[src/rtl/mem_wb_stage.sv]
// MEM/WB pipeline stage: captures EX/MEM controls (S1), forms the write-back value from ALU or
// load data (S2). Defining LOAD_SIGN_EXT_EN enables signed byte/halfword load extension.
module mem_wb_stage #(
  parameter int unsigned NB_DATA = 32,
  parameter int unsigned NB_REG  = 5
) (
  input  logic               i_clk,
  input  logic               i_rst,
  input  logic               i_valid,
  input  logic [NB_DATA-1:0] i_alu_result,
  input  logic [NB_REG-1:0]  i_rd,
  input  logic               i_reg_write,
  input  logic               i_mem_to_reg,
  input  logic [1:0]         i_read_size,
  input  logic               i_load_signed,
  input  logic [NB_DATA-1:0] i_mem_data,
  input  logic               i_stall,
  input  logic               i_flush,
  output logic               o_wb_valid,
  output logic [NB_DATA-1:0] o_wb_data,
  output logic [NB_REG-1:0]  o_wb_rd,
  output logic               o_wb_reg_write,
  output logic               o_fwd_busy
);

  localparam logic [1:0] READ_DISABLE  = 2'd0;
  localparam logic [1:0] READ_BYTE     = 2'd1;
  localparam logic [1:0] READ_HALFWORD = 2'd2;
  localparam logic [1:0] READ_WORD     = 2'd3;

`ifdef LOAD_SIGN_EXT_EN
  localparam logic SIGN_EXT_EN = 1'b1;
`else
  localparam logic SIGN_EXT_EN = 1'b0;
`endif

  logic               s1_valid;
  logic [NB_DATA-1:0] s1_alu_result;
  logic [NB_REG-1:0]  s1_rd;
  logic               s1_reg_write;
  logic               s1_mem_to_reg;
  logic [1:0]         s1_read_size;
  logic               s1_load_signed;

  logic               s1_live;
  logic               byte_sign;
  logic               half_sign;
  logic [NB_DATA-1:0] wb_value;

  // A flushed S1 instruction never reaches S2
  assign s1_live   = s1_valid & ~i_flush;
  assign byte_sign = SIGN_EXT_EN & s1_load_signed & i_mem_data[7];
  assign half_sign = SIGN_EXT_EN & s1_load_signed & i_mem_data[15];

  always_comb begin
    wb_value = '0;
    if (!s1_mem_to_reg) begin
      wb_value = s1_alu_result;
    end else begin
      case (s1_read_size)
        READ_DISABLE:  wb_value = '0;
        READ_BYTE:     wb_value = {{(NB_DATA-8){byte_sign}}, i_mem_data[7:0]};
        READ_HALFWORD: wb_value = {{(NB_DATA-16){half_sign}}, i_mem_data[15:0]};
        READ_WORD:     wb_value = i_mem_data;
        default:       wb_value = '0;
      endcase
    end
  end

  // S1: control capture; flush overrides stall
  always_ff @(posedge i_clk or posedge i_rst) begin
    if (i_rst) begin
      s1_valid       <= 1'b0;
      s1_alu_result  <= '0;
      s1_rd          <= '0;
      s1_reg_write   <= 1'b0;
      s1_mem_to_reg  <= 1'b0;
      s1_read_size   <= READ_DISABLE;
      s1_load_signed <= 1'b0;
    end else begin
      if (i_flush) begin
        s1_valid <= 1'b0;
      end else if (!i_stall) begin
        s1_valid <= i_valid;
      end
      if (!i_stall) begin
        s1_alu_result  <= i_alu_result;
        s1_rd          <= i_rd;
        s1_reg_write   <= i_reg_write;
        s1_mem_to_reg  <= i_mem_to_reg;
        s1_read_size   <= i_read_size;
        s1_load_signed <= i_load_signed;
      end
    end
  end

  // S2: write-back bundle, zeroed whenever it carries no instruction
  always_ff @(posedge i_clk or posedge i_rst) begin
    if (i_rst) begin
      o_wb_valid     <= 1'b0;
      o_wb_data      <= '0;
      o_wb_rd        <= '0;
      o_wb_reg_write <= 1'b0;
    end else if (!i_stall) begin
      o_wb_valid     <= s1_live;
      o_wb_data      <= s1_live ? wb_value : '0;
      o_wb_rd        <= s1_live ? s1_rd : '0;
      o_wb_reg_write <= s1_live & s1_reg_write;
    end
  end

  assign o_fwd_busy = s1_valid & s1_mem_to_reg;

endmodule

[config.mk]
export PLATFORM = sky130hd
export DESIGN_NAME = mem_wb_stage
export DESIGN_NICKNAME = d
export VERILOG_FILES = /design/src/rtl/mem_wb_stage.sv
export SDC_FILE = /design/constraint.sdc
export NUM_CORES = 1
export LEC_CHECK = 0
export CAP_MARGIN = 20
export CELL_PAD_IN_SITES_DETAIL_PLACEMENT = 1
export CELL_PAD_IN_SITES_GLOBAL_PLACEMENT = 1
export CORE_ASPECT_RATIO = 1.75
export CORE_UTILIZATION = 30
export DETAILED_ROUTE_END_ITERATION = 7
export MAX_ROUTING_LAYER = met4
export PLACE_DENSITY = 0.83
export SLEW_MARGIN = 20
export SYNTH_ARGS = -nofsm -noshare
export SYNTH_HDL_FRONTEND = slang
export SYNTH_SLANG_ARGS = --single-unit
[constraint.sdc]
create_clock -name i_clk -period 2.78 [get_ports i_clk]
set_input_delay 0.834 -clock i_clk [delete_from_list [all_inputs] [get_ports i_clk]]
set_output_delay 0.834 -clock i_clk [all_outputs]
set_load 0.1 [all_outputs]
==> flow_metrics.tcl <==
set metrics [dict create \
    status "finished clean" \
    yosysWarnings 0 \
    maxCapViolCount 0 \
    setup_ws_ns 0.8413 \
    max_slew_margin 0.6527 \
    numPortBuffers 117 \
    synth_top_area_share 0.5949 \
    vias_per_cell 4.787 \
    final.setup.tns_ns 0 \
    postRouteAntennaNets 0 \
    rsz0062_at_grt "no" \
    setup_viol 0 \
    hold_buffers 0 \
    antenna_cells 0 \
    crit_required_ns 3.01 \
    numClockSinks 81 \
    skew_ns 0.009097 \
    antenna_found_initial 0 \
    nNetsFinal 478 \
    pre_cts_slack_ns 0.4895 \
    slew_violations 0 \
    clkPwrFrac 0.373 \
    post-cts-setup-buffers 0 \
    worstPathMaxFanout 33 \
    gp_congestion 0.6985 \
    fin_cells 535 \
    critPathLaunchType "input pin" \
    drive_gt1_frac 0.2605 \
    htree_num_levels 3 \
    ioPinCount 119 \
    hold_violations 0 \
    fin_crit_sh 0.6974 \
    seq_area_frac_synth 0.5949 \
    min_period_ns 1.939 \
    pwr-share-comb 0.179 \
    drcViolationCount 0 \
    ys_types 20 \
    cts_buffers 9 \
    gr-total-overflow 0 \
    swShare 0.2699 \
    min_path_type "register to register" \
    largestRegisters "o_wb_data (32), s1_alu_result (32)" \
    critPathArrivalTime_ns 2.17 \
    power_frac_seq 0.448 \
    die-height_um 143.0 \
    avgSynthCellArea_sq_um 11.91 \
    start_util 0.3069 \
    grt_pass1_wl_um 14070 \
    intPower_uw 2111 \
    syn_nets 365 \
    first_pass_iters 4 \
    fmax_ghz 0.5158 \
    fillers 1231 \
    cts_root_buf "clkbuf_16" \
    hold_ws_ns 0.4935 \
    cts_resized 0 \
    pwr_density_cell_mw_per_mm2 595.2 \
    r2r.worst_path.cells 4 \
    grt_use_total 0.1649 \
    clkLatencyLatePin_ns 0.33 \
    register_area_sq_mm 0.002027 \
    post-dp-hpwl_um 6226 \
    area_growth_pct 42.60 \
    grt_pass1_vias 2820 \
    synth_area_sq_mm 0.003407 \
    cts_tree "yes" \
    wire_per_inst_um 16.36 \
    critical_path_class "input pin to register" \
    die-area_sq_mm 0.01180 \
    synthCells 286 \
    p_total_uw 2892 \
    worst_hold_path.num_cells 1 \
    synth-seq-cells 81 \
    clock_path_buffers 2 \
    synth.top_cells.by_area "dfrtp_1 59%, mux2_2 14%, a21oi_1 4.7%" \
    place_inst 520 \
    worst_ir_drop_vdd_mv 0.2962 \
    drt_iter0_drc 77 \
    grt_max_degree 51 \
    yosysTopAreaCell "dfrtp_1" \
    switchingPower_uw 780.6 \
    tightest_slew_ns 0.5209 \
    routed_wirelength_um 8753 \
    cellLeakagePower_uw 0.002144 \
    crit_path_end_kind "register" \
    core_area_sq_mm 0.01110 \
    multi_input_area_sq_mm 0.001251 \
    rows 51 \
    clkSlewWorstSetupHoldPaths_ns 0.06 \
    die_w_um 82.56 \
    vias 2561 \
]
==> logic make-up (layout without fill, tap and decap cells) <==
kind of cell | Yosys count | in the layout | synth area share
compound gates | 71 | 71 | 0.1116
buf+inv | 20 | 137 | 0.03782
flops | 81 | 81 | 0.5949
mux | 42 | 42 | 0.1384
simple gates | 72 | 72 | 0.1171
==> final timing paths <==
check | start | endpoint | slack (ns)
worst max-delay path | i_flush | o_wb_data[12]$_DFFE_PP0N_ | 0.84
worst min-delay path | s1_alu_result[10]$_DFFE_PP0N_ | s1_alu_result[10]$_DFFE_PP0N_ | 0.49
worst max register to register | s1_mem_to_reg$_DFFE_PP0N_ | o_wb_data[12]$_DFFE_PP0N_ | 1.30
worst min register to register | s1_alu_result[10]$_DFFE_PP0N_ | s1_alu_result[10]$_DFFE_PP0N_ | 0.49
max in group asynchronous | i_rst | o_wb_data[25]$_DFFE_PP0N_ | 1.46
min in group asynchronous | i_rst | s1_alu_result[9]$_DFFE_PP0N_ | 0.96
==> per-layer routing <==
metal,up-vias,part of all wire,track usage
li1,1193,-,-
met4,0,0.012,0.05172
met5,-,0,-
met1,1289,0.38,0.1741
met2,69,0.57,0.3014
met3,10,0.036,0.02939
==> layout by cell type, fill, tap and decap left out, drive strengths merged <==
master	synthesis	final
o21a	1	1
buf	13	45
nor2	1	1
a22o	6	6
mux2i	1	1
o21ai	32	32
nor3b	1	1
and2b	16	16
and3	1	1
nand2	34	34
a21oi	32	32
clkinvlp	0	4
clkbuf	6	10
or3b	1	1
and2	2	2
dfrtp	81	81
clkdlybuf4s50	0	76
nor2b	16	16
mux2	41	41
clkinv	0	2
==> power groups by stage <==
stage                     clock network (uW)  logic [uW]  registers, uW
after floorplan                            0         218           1420
after global placement                     0         514           1310
after detailed placement                   0         528           1320
after CTS                               1120         530           1300
after global routing                    1160         559           1310
final                                   1080         518           1290
==> critical path: stages <==
cell and delay (ns):
clkdlybuf4s50_1 0.46, or3b_4 0.60, o21ai_0 0.27
==> Yosys cell counts (all sizes together) <==
| master | instances |
|---|---|
| a22o | 6 |
| a21oi | 32 |
| nor2 | 1 |
| or3b | 1 |
| clkbuf | 6 |
| mux2i | 1 |
| dfrtp | 81 |
| o21a | 1 |
| inv | 1 |
| buf | 13 |
| mux2 | 41 |
| and2 | 2 |
| and3 | 1 |
| o21ai | 32 |
| nor2b | 16 |
| nor3b | 1 |
| and2b | 16 |
| nand2 | 34 |
==> cell type report <==
class	instances	area share
tap	132	0.03399
clock inverter	5	0.006696
inverter	1	0.001545
sequential	81	0.4172
timing repair buffer	121	0.2338
multi-input combinational	185	0.2575
clock buffer	10	0.04919
==> through the flow <==
step | util | instance area, sq um
after floorplan | - | 3411
after global placement | 0.4131 | 4587
after detailed placement | 0.4131 | 4587
after CTS | 0.4376 | 4858
after global routing | 0.4376 | 4858
final | 0.4376 | 4858
(Power assumes the default switching activity.)
